--- src/rtl/uart_tx_serializer.sv ---
// UART transmit serializer: turns bytes into start/data[/parity]/stop frames, one bit per baud_clk period.
// Latency: accept -> start bit on the first bit_tick after the accept cycle; each tx change lands 1 clk after its bit_tick.
// Backpressure: tx_ready is low from the cycle after accept until the cycle after the final stop tick; tx_valid is ignored meanwhile.
// Optional parity bit: define UART_TX_PARITY_EN (PARITY_ODD selects odd sense).
module uart_tx_serializer #(
  parameter int DATA_BITS  = 8,
  parameter int STOP_BITS  = 1,
  parameter int PARITY_ODD = 0
) (
  input  logic                 clk,
  input  logic                 reset,
  input  logic                 baud_clk,
  input  logic [DATA_BITS-1:0] tx_data,
  input  logic                 tx_valid,
  output logic                 tx_ready,
  output logic                 tx,
  output logic                 busy
);

  localparam int IDX_W = $clog2(DATA_BITS);

`ifdef UART_TX_PARITY_EN
  typedef enum logic [2:0] {IDLE, ARM, START, DATA, PARITY, STOP} state_t;
`else
  typedef enum logic [2:0] {IDLE, ARM, START, DATA, STOP} state_t;
`endif

  state_t               state;
  logic [DATA_BITS-1:0] shift;
  logic [IDX_W-1:0]     bit_idx;
  logic                 stop_cnt;
  logic                 baud_s1;
  logic                 baud_s2;
  logic                 baud_s3;
  logic                 bit_tick;
`ifdef UART_TX_PARITY_EN
  logic                 parity_bit;
`endif

  // Synchronise the divider clock and emit a one-cycle tick on its rising edge (3 clk after the edge).
  always_ff @(posedge clk or negedge reset) begin
    if (!reset) begin
      baud_s1  <= 1'b0;
      baud_s2  <= 1'b0;
      baud_s3  <= 1'b0;
      bit_tick <= 1'b0;
    end else begin
      baud_s1  <= baud_clk;
      baud_s2  <= baud_s1;
      baud_s3  <= baud_s2;
      bit_tick <= baud_s2 & ~baud_s3;
    end
  end

  // Frame sequencer: every tx level change is registered one cycle after the tick that causes it.
  always_ff @(posedge clk or negedge reset) begin
    if (!reset) begin
      state      <= IDLE;
      shift      <= '0;
      bit_idx    <= '0;
      stop_cnt   <= 1'b0;
      tx         <= 1'b1;
      tx_ready   <= 1'b1;
      busy       <= 1'b0;
`ifdef UART_TX_PARITY_EN
      parity_bit <= 1'b0;
`endif
    end else begin
      case (state)
        IDLE: begin
          tx <= 1'b1;
          if (tx_valid && tx_ready) begin
            shift      <= tx_data;
`ifdef UART_TX_PARITY_EN
            parity_bit <= (^tx_data) ^ (PARITY_ODD != 0);
`endif
            tx_ready   <= 1'b0;
            busy       <= 1'b1;
            state      <= ARM;
          end
        end
        // A tick coinciding with the accept was consumed in IDLE, so ARM always waits for a fresh one.
        ARM: begin
          if (bit_tick) begin
            tx    <= 1'b0;
            state <= START;
          end
        end
        START: begin
          if (bit_tick) begin
            tx      <= shift[0];
            shift   <= shift >> 1;
            bit_idx <= '0;
            state   <= DATA;
          end
        end
        DATA: begin
          if (bit_tick) begin
            if (bit_idx == IDX_W'(DATA_BITS - 1)) begin
`ifdef UART_TX_PARITY_EN
              tx       <= parity_bit;
              state    <= PARITY;
`else
              tx       <= 1'b1;
              stop_cnt <= 1'b0;
              state    <= STOP;
`endif
            end else begin
              tx      <= shift[0];
              shift   <= shift >> 1;
              bit_idx <= bit_idx + 1'b1;
            end
          end
        end
`ifdef UART_TX_PARITY_EN
        PARITY: begin
          if (bit_tick) begin
            tx       <= 1'b1;
            stop_cnt <= 1'b0;
            state    <= STOP;
          end
        end
`endif
        STOP: begin
          if (bit_tick) begin
            if (stop_cnt == 1'(STOP_BITS - 1)) begin
              tx       <= 1'b1;
              tx_ready <= 1'b1;
              busy     <= 1'b0;
              state    <= IDLE;
            end else begin
              stop_cnt <= 1'b1;
            end
          end
        end
        default: begin
          tx       <= 1'b1;
          tx_ready <= 1'b1;
          busy     <= 1'b0;
          state    <= IDLE;
        end
      endcase
    end
  end

endmodule
--- config.mk ---
export PLATFORM = sky130hd
export DESIGN_NAME = uart_tx_serializer
export DESIGN_NICKNAME = d
export VERILOG_FILES = /design/src/rtl/uart_tx_serializer.sv
export SDC_FILE = /design/constraint.sdc
export NUM_CORES = 1
export LEC_CHECK = 0
export CAP_MARGIN = 40
export CELL_PAD_IN_SITES_DETAIL_PLACEMENT = 0
export CELL_PAD_IN_SITES_GLOBAL_PLACEMENT = 1
export CORE_MARGIN = 2
export CORE_UTILIZATION = 44
export DETAILED_ROUTE_END_ITERATION = 8
export GPL_ROUTABILITY_DRIVEN = 1
export PLACE_DENSITY = 0.84
export SETUP_SLACK_MARGIN = 0.3
export SLEW_MARGIN = 20
export SYNTH_ARGS = -nofsm -noshare
export SYNTH_HDL_FRONTEND = slang
export SYNTH_SLANG_ARGS = --single-unit
--- constraint.sdc ---
create_clock -name clk -period 3.3 [get_ports clk]
set_input_delay 0.495 -clock clk [delete_from_list [all_inputs] [get_ports clk]]
set_output_delay 0.495 -clock clk [all_outputs]
set_load 0.005 [all_outputs]
# --- Word level (Yosys, flattened, before mapping) ---
# Cells that the tools add are included.
op_classes:
  add_sub_neg: 1
  multipliers: 0
  div: 0
  order_cmp: 0
  n_eq_ne: 13
  shift: 0
  n_mux: 35
  bitwise: 3
  reduce_logical: 12
op_table:
  columns: ["operator", "n"]
  rows:
  - ["$mux W8", 4]
  - ["$mux W3", 10]
  - ["$pmux W8 S3", 1]
  - ["$ne A2 B2 Y1 const B", 8]
  - ["$pmux W3 S5", 1]
  - ["$mux W1", 14]
  - ["$reduce_and A4 Y1", 3]
  - ["$reduce_and A5 Y1", 2]
  - ["$reduce_and A7 Y1", 1]
  - ["$eq A3 B2 Y1 const B", 2]
  - ["$eq A3 B3 Y1 const B", 2]
  - ["$pmux W1 S3", 2]
  - ["$pmux W3 S2", 1]
  - ["$pmux W1 S4", 1]
  - ["$reduce_bool A2 Y1", 2]
  - ["$add A3 B1 Y3 const B", 1]
  - ["$eq A3 B1 Y1 const B", 1]
  - ["$logic_not A3 Y1", 1]
  - ["$reduce_bool A3 Y1", 1]
  - ["$reduce_or A3 Y1", 1]
  - ["$not A1 Y1", 2]
  - ["$pmux W1 S2", 1]
  - ["$and A1 B1 Y1", 1]
  - ["$logic_and A1 B1 Y1", 1]
word_totals:
  regBits: 22
  latchBits: 0
  mem_bits_rw: 0
  mem_bits_ro: 0
  inputBits: 12
  out_inout_bits: 3
  elab_cells: 75
  memories: 0

# --- Logic depth before layout (Yosys ltp) ---
# Gate-level depths: netlist of the first run.
depth:
  depth_word: 4
  depth_mapped: 6
  depth_no_buf: 6

# --- Worst setup path before layout of the first run ---
# Ideal clock, no wire load.
synth_timing:
  kind: "register -> register"
  start: "register bit_idx[0]"
  end: "register shift[0]"
  setup_time_ns: 0.079
  arrival_time_ns: 1.829
  t_required_ns: 3.221
  slack_ns: 1.392
  stages_incl_launch_ff: 7
  path_buffers: 0
  synth_period_minus_slack_ns: 1.908
  path_cell_list: "dfrtp_1 -> ha_1 -> ha_1 -> nand2b_1 -> a211oi_4 -> a21boi_4 -> a2bb2oi_1"
synth_between:
  elab_chain_len: 3
synth_rtl:
  columns: ["element", "line", "rtl"]
  rows:
  - ["from (decl)", "30", "logic [IDX_W-1:0] bit_idx;"]
  - ["from (signal assigned)", "111", "bit_idx <= bit_idx + 1'b1;"]
  - ["$eq A3 B3 Y1", "99", "if (bit_idx == IDX_W'(DATA_BITS - 1)) begin"]
  - ["$ne A2 B2 Y1 (no line)", null, null]
  - ["$reduce_and A5 Y1 (no line)", null, null]
  - ["to (signal assigned)", "73", "shift <= tx_data;"]
  - ["to (signal assigned)", "92", "shift <= shift >> 1;"]
  - ["to (signal assigned)", "110", "shift <= shift >> 1;"]
  - ["to (decl)", "29", "logic [DATA_BITS-1:0] shift;"]
# Every way passes these cells.
# A chain may end at the register's enable or synchronous reset.

# --- Worst setup path in the final report of the first run ---
layout_timing:
  start: "register bit_idx[0]"
  end: "register shift[5]"
# The elaborated chain is that of the path after synthesis.

==> results of run 1 <==
area by class of cell:
| class | instances | area, sq um |
|---|---|---|
| Fill cell | 218 | 977 |
| Multi-Input combinational cell | 61 | 435 |
| Inverter | 3 | 11.3 |
| Clock inverter | 1 | 5.00 |
| Sequential cell | 21 | 528 |
| Timing Repair Buffer | 15 | 155 |
| Tap cell | 28 | 35.0 |
| Clock buffer | 3 | 22.5 |
worst max-delay path: stages (launching register included):
cell	delay (ns)
dfrtp_1	0.42
ha_1	0.21
ha_1	0.26
nand2b_1	0.22
a211oi_4	0.49
a21boi_4	0.37
a2bb2oi_1	0.19
flip-flops by register name (all words and copies together) (netlist names):
name and flops:
baud_s1 1, baud_s2 1, shift 8, state 3
tx_ready 1, bit_idx 3, bit_tick 1, tx 1
busy 1, baud_s3 1
cells in the final DEF (no fill, tap or decap):
cell / Yosys / layout
nor2_1: 4 / 4
nand2b_1: 1 / 1
nand3b_1: 8 / 8
a21boi_4: 1 / 1
a311oi_1: 1 / 1
nand3_1: 1 / 1
and3b_1: 1 / 1
nand4_1: 1 / 1
a22o_1: 3 / 3
inv_1: 3 / 3
a21o_1: 2 / 2
clkbuf_4: 0 / 3
ha_1: 2 / 2
dfstp_2: 2 / 2
nor3_1: 1 / 1
a32o_1: 1 / 1
clkdlybuf4s50_1: 0 / 14
a211oi_4: 1 / 1
a21oi_1: 4 / 4
o21ai_0: 11 / 11
clkinv_2: 0 / 1
dfrtp_1: 19 / 19
nand2_1: 5 / 5
nor2b_1: 2 / 2
a31oi_1: 1 / 1
a22o_2: 1 / 1
o32a_1: 1 / 1
a2bb2oi_1: 7 / 7
mux2_2: 1 / 1
buf_8: 0 / 1
metal layers:
layer | vias up | track usage (%)
met5 | - | 0
met4 | 0 | 6.58
met3 | 2 | 3.45
met2 | 9 | 23.1
met1 | 351 | 22.5
li1 | 362 | -
path summary, 6_finish.rpt:
check                           start       end  slack (ns)  depth (start not counted)
max                        bit_idx[0]  shift[5]        1.06                          6
min                           baud_s1   baud_s2        0.37                          0
max reg2reg                bit_idx[0]  shift[5]        1.06                          6
min reg2reg                   baud_s1   baud_s2        0.37                          0
max in group asynchronous       reset  shift[3]        2.38                          2
min in group asynchronous       reset  state[0]        0.49                          1
cells by family after synthesis:
kind of cell / count (synthesis) / synth area share (%)
AOI/OAI and AO/OA: 34 / 26.2
adders and majority gates: 2 / 2.51
buffers and inverters: 8 / 3.51
DFF: 21 / 52.9
muxes: 1 / 1.13
and+or+nand+nor: 24 / 13.8
power by group through the flow:
stage,Sequential (mW),Clock (mW),Combinational (mW)
final,0.421,0.123,0.315
after global routing,0.437,0.139,0.351
after CTS,0.421,0.130,0.317
after detailed placement,0.427,0,0.316
after global placement,0.426,0,0.307
after floorplan,0.391,0,0.265
per-stage QoR:
| stage | setup WS [ns] | cells | area, sq um |
|---|---|---|---|
| after floorplan | 1.39 | 90 | 998 |
| after detailed placement | 1.07 | 128 | 1160 |
| after CTS | 1.07 | 132 | 1190 |
| after global routing | 0.916 | 132 | 1190 |
| final | 1.06 | 132 | 1190 |
| after global placement | 1.11 | 127 | 1150 |
==> summary.md, run 1 <==
| Metric | Value |
|---|---|
| Layout cell share with drive strength beyond 1 | `between 10% and 20%` |
| Synth cell types | `29` |
| Area Overhead vs Synth | `19.4%` |
| Gr usage total | `about 16%` |
| Largest net degree at the start of global routing | `16` |
| Floorplan row count | `17` |
| Outcome | `complete, no violations` |
| Power per cell area | `721 nW/um^2` |
| Met1 Wirelength | `927 um` |
| Utilization after layout | `55.0%` |
| Yosys warnings | `0` |
| Final Slew Violations | `0` |
| Leak | `0.483 nW` |
| H-Tree Depth | `1` |
| Critical path launch point type | `flop` |
| IO Port Bufs | `14` |
| 1st-iter DRT viols | `9` |
| P_sw | `0.286 mW` |
| Final Cycle Share | `67.8%` |
| Yosys top cell area share | `a little under half` |
| Crit path kind | `flop to flop` |
| Worst IR drop on VDD | `367 uV` |
| Synthesized area per cell | `11.1 sq um` |
| Cell taking the most area after synthesis | `dfrtp_1` |
| Power consumption | `0.859 mW` |
| Arrival time worst endpoint | `about 2.5 ns` |
| Post-synth EDFFs | `0` |
| Post-synth ARST share | `100%` |
| RSZ-0062 raised after global routing | `false` |
| Antenna Cells | `0` |
| Vias in the first global route | `698` |
| DR top layer | `met4` |
| Worst rel slew slack | `a little under half` |
| Hold/Removal Path Class | `flop to flop` |
| CTS max path bufs | `2` |
| IO Count | `15` |
| Setup TNS | `0 ns` |
| WL met2 | `approximately 740 um` |
| Die Span Y | `51.6 um` |
| Yosys reg bits | `21` |
| Clk sink count | `21` |
| Fin crit period | `roughly 2.2 ns` |
| Combinational power share | `36.6%` |
| Chip width | `51.6 um` |
| Clock transition at the registers of the reported paths | `between 0.1 and 0.15 ns` |
| Antenna violations before repair | `0` |
| CTS hold repair buffers | `0` |
| Clock share of power | `~14%` |
| Register share of total power | `49.0%` |
| Worst-margin pin slew | `0.780 ns` |
| Synth cell count leaders | `dfrtp_1, o21ai_0, nand3b_1` |
| First drt pass iteration count | `4` |
| Clk_lat worst skew | `0.30 ns` |
| WL met3 | `56 um` |
| Post-synth net total | `104` |
| Final setup viols | `0` |
| Drt total wl | `1740 um` |
| Critical Path Fanout Max | `9` |
| Post-synthesis sequential area ratio | `52.9%` |
| Area of the core | `approximately 2200 sq um` |
| Cell with the most instances after synthesis | `dfrtp_1` |
| Die area | `approximately 2700 sq um` |
| CTS tree | `built` |
| Hold Vio Cnt, Final | `0` |
| Starting density of the core | `46.0%` |
| Sw frac | `around a third` |
| PostCTS Resize Cnt | `0` |
| Post-DP HPWL | `1200 um` |
| CTS Root Cell | `clkbuf_4` |
| Cells after Synth | `90` |
| Remaining antenna violation count | `0` |
| # Post-CTS Setup Buffers | `0` |
| Max-Cap Viols | `0` |
| Worst Clk Skew | `0.00374 ns` |
| Cell Area, Synth | `about 1000 sq um` |
| CTS Buf Count | `3` |
| Via count | `724` |
| GRT overflow | `0` |
| Fmax | `447 MHz` |
| Worst hold slack | `~0.37 ns` |
| DR WL/cell | `13.2 um` |
| Drt drc | `0` |
| Ys flop type | `dfrtp_1` |
| First-pass GRT wire length | `3110 um` |
| Internal Pwr Total | `0.573 mW` |
| Layout Nets | `119` |
| Gpl congestion | `~0.73` |
| Drt via density | `~5.5` |
| Main area contributors after synthesis | `dfrtp_1, a2bb2oi_1, nand3b_1` |
| Worst Setup End Kind | `flop` |
| Data required, critical path | `3.53 ns` |
Note: power is estimated with default switching activity, not from simulation.
==> run 2, diff against run 1 <==
CORE_UTILIZATION = 37   (was 44)
PLACE_DENSITY = 0.75   (was 0.84)
clock period = 1.9 ns   (was 3.3 ns; I/O delays follow)
==> run 2 against run 1 <==
Against the previous run: routed wire length increased by 17%; maximum frequency grew 34%; critical path depth increased by 1; first-iteration DRC count rose by 78%; global-route usage down 2.3 points; critical endpoint is now shift[6]; sequential cell count unchanged; total power rose by 110%; utilization is 1.5 points lower; register-to-register slack worse by 0.83 ns; count of clock-buffer cells in the layout is the same.
==> summary.md, run 2 (same netlist as run 1, synthesis figures left out) <==
| Metric | Value |
|---|---|
| Power consumption | `1.79 mW (+110%)` |
| Met1 Wirelength | `940 um (+1.4%)` |
| Power per cell area | `1330 nW/um^2 (+84%)` |
| Worst rel slew slack | `68.7% (+21 points)` |
| H-Tree Depth | `1 (unchanged)` |
| Drt drc | `0 (unchanged)` |
| Die Span Y | `55.9 um (+8.3%)` |
| Critical Path Fanout Max | `8 (-1)` |
| Floorplan row count | `18 (+1)` |
| WL met3 | `88 um (+57%)` |
| Critical path launch point | `bit_idx[1]` |
| Largest Register | `shift` |
| Clk sink count | `21 (unchanged)` |
| Max-Cap Viols | `0 (unchanged)` |
| Fin crit period | `1.67 ns (-0.567 ns)` |
| Most common cell after layout, fill and taps aside | `dfrtp_1` |
| Largest net degree at the start of global routing | `22 (+6)` |
| First drt pass iteration count | `4 (unchanged)` |
| Final setup viols | `0 (unchanged)` |
| Worst setup endpoint | `shift[6]` |
| Arrival time worst endpoint | `1.92 ns (-0.54 ns)` |
| CTS Root Cell | `clkbuf_4` |
| Worst IR drop on VDD | `646 uV (+76%)` |
| Fmax | `599 MHz (+34%)` |
| Clock transition at the registers of the reported paths | `0.13 ns (about the same)` |
| Area of the core | `2520 sq um (+16%)` |
| Critical path launch point type | `flop` |
| Layout Nets | `130 (+9.2%)` |
| CTS tree | `built` |
| Multi-input logic area | `502 sq um (+15%)` |
| DR WL/cell | `14.0 um (+6.2%)` |
| Drt via density | `5.48 (-0.16%)` |
| Antenna violations before repair | `0 (unchanged)` |
| Worst hold slack | `0.292 ns (-0.0772 ns)` |
| Setup TNS | `0 ns (unchanged)` |
| Leak | `0.545 nW (+13%)` |
| Gpl congestion | `0.753 (+2.7%)` |
| Final Slew Violations | `0 (unchanged)` |
| CTS max path bufs | `2 (unchanged)` |
| Seq. cell area | `528 sq um (unchanged)` |
| Reg2reg start | `bit_idx[1]` |
| Placed Instances | `133 (+3.9%)` |
| Vias in the first global route | `792 (+13%)` |
| Data required, critical path | `2.15 ns (-1.38 ns)` |
| Max reg flops | `8 (unchanged)` |
| Via count | `794 (+9.7%)` |
| Final instance area | `1350 sq um (+13%)` |
| Gr usage total | `13.4% (-2.3 points)` |
| IO Port Bufs | `14 (unchanged)` |
| Outcome | `complete, no violations` |
| Worst-margin pin slew | `0.470 ns (-0.310 ns)` |
| Reg2Reg Setup Slack | `0.23 ns (-0.83 ns)` |
| 1st-iter DRT viols | `16 (+7)` |
| Post-DP HPWL | `1300 um (+8.4%)` |
| IO Count | `15 (unchanged)` |
| Remaining antenna violation count | `0 (unchanged)` |
| Worst Setup End Kind | `flop` |
| GRT overflow | `0 (unchanged)` |
| Layout cell share with drive strength beyond 1 | `27.8% (+17 points)` |
| Reg-to-reg critical path endpoint | `shift[6]` |
| Antenna Cells | `0 (unchanged)` |
| Chip width | `55.9 um (+8.3%)` |
| First-pass GRT wire length | `3340 um (+7.5%)` |
| Most frequent cells in the layout | `dfrtp_1, clkdlybuf4s50_1, o21ai_0, buf_4, nand3b_1` |
| Hold Vio Cnt, Final | `0 (unchanged)` |
| Clk_lat worst skew | `0.31 ns (about the same)` |
| Worst Clk Skew | `0.00965 ns (+0.00591 ns)` |
| DR top layer | `met4` |
| RSZ-0062 raised after global routing | `true` |
| Drt total wl | `2030 um (+17%)` |
| Die area | `3130 sq um (+17%)` |
| DP Area | `1200 sq um (+3.4%)` |
| Final Non-Filler Cells | `145 (+9.8%)` |
| Hold/Removal Path Class | `input pin to async pin` |
| CTS Buf Count | `3 (unchanged)` |
| Largest regs | `shift x8, bit_idx x3, state x3` |
| Final Cycle Share | `87.9% (+20 points)` |
| WL met2 | `980 um (+33%)` |
| FILL cells | `228 (+4.6%)` |
| Reg2Reg Depth | `7 (+1)` |
| Area Overhead vs Synth | `35.1%` |
| Crit path kind | `flop to flop` |
| Starting density of the core | `39.6% (-6.4 points)` |
[run 2: repair_timing]
item / CTS / global route
setup buffers: 5 / 3
gates resized for setup: 3 / 6
endpoints found under the setup margin: 10 / 8
hold buffers: 0 / 0
pin swaps: 8 / 3
[run 2: worst min path at each step]
stage	start	to	slack [ns]	cells past startpoint
floorplan	reset	baud_s1	-0.01	0
global placement	baud_s1	baud_s2	0.34	0
detailed placement	baud_s1	baud_s2	0.35	0
CTS	reset	shift[5]	0.30	2
global route	reset	bit_idx[0]	0.29	2
finish	reset	state[1]	0.29	2
[run 2: per-layer routing]
layer	track usage, %	vias up
met4	3.06	0
met1	16.9	393
met3	5.12	2
met5	0	-
li1	-	382
met2	21.9	17
[run 2: cell type report]
class / count / share of cell area, %
clock buffers: 3 / 1.67
clock inverters: 1 / 0.557
inverters: 3 / 0.835
multi-input cells: 61 / 37.2
well taps: 30 / 2.78
repair buffers: 26 / 17.8
flip-flops and latches: 21 / 39.1
[run 2: critical path: stages (launching register included)]
cell and delay, ns:
dfrtp_1 0.40, ha_2 0.20, ha_4 0.15, nand2b_4 0.14
a211oi_4 0.21, a21boi_4 0.23, buf_12 0.15, a2bb2oi_2 0.12
[run 2: metrics by stage]
stage / setup slack, ns / util (%)
after floorplan: 0.149 / -
after global placement: 0.148 / 47.8
after global routing: 0.143 / 53.5
after CTS: 0.168 / 50.6
final: 0.231 / 53.5
after detailed placement: 0.128 / 47.8
[run 2: power by group]
| group | internal [mW] | switching [mW] |
|---|---|---|
| combinational | 0.507 | 0.322 |
| sequential | 0.597 | 0.137 |
| clock | 0.0803 | 0.145 |
==> run 3, diff against run 2 <==
CORE_MARGIN = default   (was 2)
TNS_END_PERCENT = 1   (was default)
==> run 3 against run 2 <==
Against the previous run: routed wire length shrank 5.2%; non-clock buffer count fell by 7; worst hold slack lost 0.012 ns; clock skew decreased by 0.0032 ns; global-route usage is 2.2 points higher; utilization is 3.6 points lower; clock power decreased by 9.3%; setup slack got worse by 0.087 ns; maximum frequency fell by 4.9%.
==> summary.md, run 3 (same netlist as run 1, synthesis figures left out) <==
| Metric | Value |
|---|---|
| Outcome | `complete, no violations` |
| H-Tree Depth | `1 (unchanged)` |
| Gpl congestion | `0.733 (-2.7%)` |
| Via count | `756 (-4.8%)` |
| DR WL/cell | `13.9 um (-0.38%)` |
| Starting density of the core | `39.6% (unchanged)` |
| Post-DP HPWL | `1380 um (+6.5%)` |
| Die area | `2910 sq um (-7.0%)` |
| First-pass GRT wire length | `3130 um (-6.4%)` |
| GR Util met1 | `21.1% (+4.2 points)` |
| CTS hold repair buffers | `0 (unchanged)` |
| GRT overflow | `0 (unchanged)` |
| Area Overhead vs Synth | `25.9%` |
| Final setup viols | `0 (unchanged)` |
| Largest net degree at the start of global routing | `16 (-27%)` |
| Remaining antenna violation count | `0 (unchanged)` |
| Fin crit period | `1.76 ns (+0.0869 ns)` |
| Drt total wl | `1920 um (-5.2%)` |
| Clock transition at the registers of the reported paths | `0.11 ns (-0.02 ns)` |
| Most common cell after layout, fill and taps aside | `dfrtp_1` |
| Worst setup endpoint | `shift[1]` |
| Largest regs | `shift x8, bit_idx x3, state x3` |
| Worst-margin pin slew | `0.441 ns (-0.0287 ns)` |
| Clk_lat worst skew | `0.29 ns (-0.02 ns)` |
| Layout Nets | `123 (-5.4%)` |
| Crit path kind | `flop to flop` |
| Placed Instances | `132 (-0.75%)` |
| Floorplan row count | `18 (unchanged)` |
| Busiest layer in global routing | `met2` |
| Reg-to-reg critical path endpoint | `shift[1]` |
| Die Span Y | `53.9 um (-3.6%)` |
| Drt drc | `0 (unchanged)` |
| CTS Root Cell | `clkbuf_4` |
| Drt via density | `5.48 (about the same)` |
| Critical path launch point type | `flop` |
| CTS max path bufs | `2 (unchanged)` |
| Most frequent cells in the layout | `dfrtp_1, clkdlybuf4s50_1, o21ai_0, nand3b_1` |
| 1st-iter DRT viols | `8 (-8)` |
| Critical path launch point | `bit_idx[1]` |
| Vias in the first global route | `671 (-15%)` |
| Data required, critical path | `2.13 ns (-0.02 ns)` |
| Largest Register | `shift` |
| Final Cycle Share | `92.4% (+4.6 points)` |
| GR Util met3 | `4.24% (-0.88 points)` |
| Leak | `0.498 nW (-8.6%)` |
| Layout cell share with drive strength beyond 1 | `18.5% (-9.3 points)` |
| Power per cell area | `1290 nW/um^2 (-2.8%)` |
| Max reg flops | `8 (unchanged)` |
| IO Count | `15 (unchanged)` |
| CTS Buf Count | `3 (unchanged)` |
| Critical Path Fanout Max | `8 (unchanged)` |
| FILL cells | `237 (+3.9%)` |
| Worst Clk Skew | `0.00645 ns (-0.00320 ns)` |
| Clk sink count | `21 (unchanged)` |
| Reg2Reg Setup Slack | `0.14 ns (-0.09 ns)` |
| Worst Setup End Kind | `flop` |
| Antenna violations before repair | `0 (unchanged)` |
| Final Non-Filler Cells | `138 (-4.8%)` |
| Chip width | `53.9 um (-3.6%)` |
| Area of the core | `2520 sq um (unchanged)` |
| RSZ-0062 raised after global routing | `true` |
| IO Port Bufs | `14 (unchanged)` |
| Reg2Reg Depth | `6 (-1)` |
| Max-Cap Viols | `0 (unchanged)` |
| Antenna Cells | `0 (unchanged)` |
| Arrival time worst endpoint | `1.98 ns (+0.06 ns)` |
| Worst IR drop on VDD | `668 uV (+3.5%)` |
| Hold/Removal Path Class | `input pin to async pin` |
| Fmax | `569 MHz (-4.9%)` |
| Reg2reg start | `bit_idx[1]` |
| Hold Vio Cnt, Final | `0 (unchanged)` |
| First drt pass iteration count | `4 (unchanged)` |
| Worst rel slew slack | `70.6% (+1.9 points)` |
| Gr usage total | `15.6% (+2.2 points)` |
| Met2 Use GR | `23.3% (+1.3 points)` |
| CTS tree | `built` |
| Setup TNS | `0 ns (unchanged)` |
| Final Slew Violations | `0 (unchanged)` |
## run 3: critical path, stage by stage (launching register included)
cell and delay [ns]:
dfrtp_1 0.40, ha_2 0.20, ha_4 0.18, nand2b_4 0.15
a211oi_4 0.22, a21boi_4 0.36, a2bb2oi_1 0.18
## run 3: cell type report
type	instances	area [sq um]	share of cell area (%)
repair buffers	19	178	14.1
multi-input cells	61	477	37.9
well taps	30	37.5	2.99
inverters	3	11.3	0.896
flip-flops and latches	21	528	42.0
clock buffers	4	26.3	2.09
## run 3: worst min path at each step
stage	start	endpoint	slack (ns)	cells after the start
after floorplan	reset	baud_s1	-0.01	0
after CTS	reset	busy	0.29	1
after global routing	reset	busy	0.29	1
final	reset	busy	0.28	1
after global placement	baud_s1	baud_s2	0.34	0
after detailed placement	baud_s1	baud_s2	0.34	0
## run 3: per-stage QoR
step / instance area, sq um / hold WS [ns] / power (mW) / util [%] / worst slack (ns)
after floorplan: 1020 / -0.0106 / 1.16 / - / 0.143
after global placement: 1200 / 0.338 / 1.33 / 47.5 / 0.138
after detailed placement: 1200 / 0.339 / 1.36 / 47.5 / 0.0978
after CTS: 1240 / 0.290 / 1.61 / 49.4 / 0.146
after global routing: 1260 / 0.288 / 1.75 / 49.9 / 0.0439
final: 1260 / 0.280 / 1.62 / 49.9 / 0.144
## run 3: timing repair
| item | 4_1_cts | 5_1_grt |
|---|---|---|
| buffers inserted | 2 | 0 |
| resized for setup | 1 | 2 |
| pin swaps | 1 | 0 |
| cloned | 0 | 0 |
| setup endpoints to repair | 10 | 10 |
## run 3: routing by layer
metal | wire (um) | vias to the layer above
met5 | 0 | -
met2 | 908 | 13
met4 | 12 | 0
li1 | - | 371
met1 | 944 | 370
met3 | 54 | 2
## run 3: power breakdown
part	internal [mW]	leakage, nW	switching (mW)	total [mW]
Sequential	0.598	0.236	0.148	0.745
Combinational	0.407	0.247	0.265	0.672
Clock	0.0816	0.0150	0.123	0.205
Total	1.09	0.498	0.535	1.62
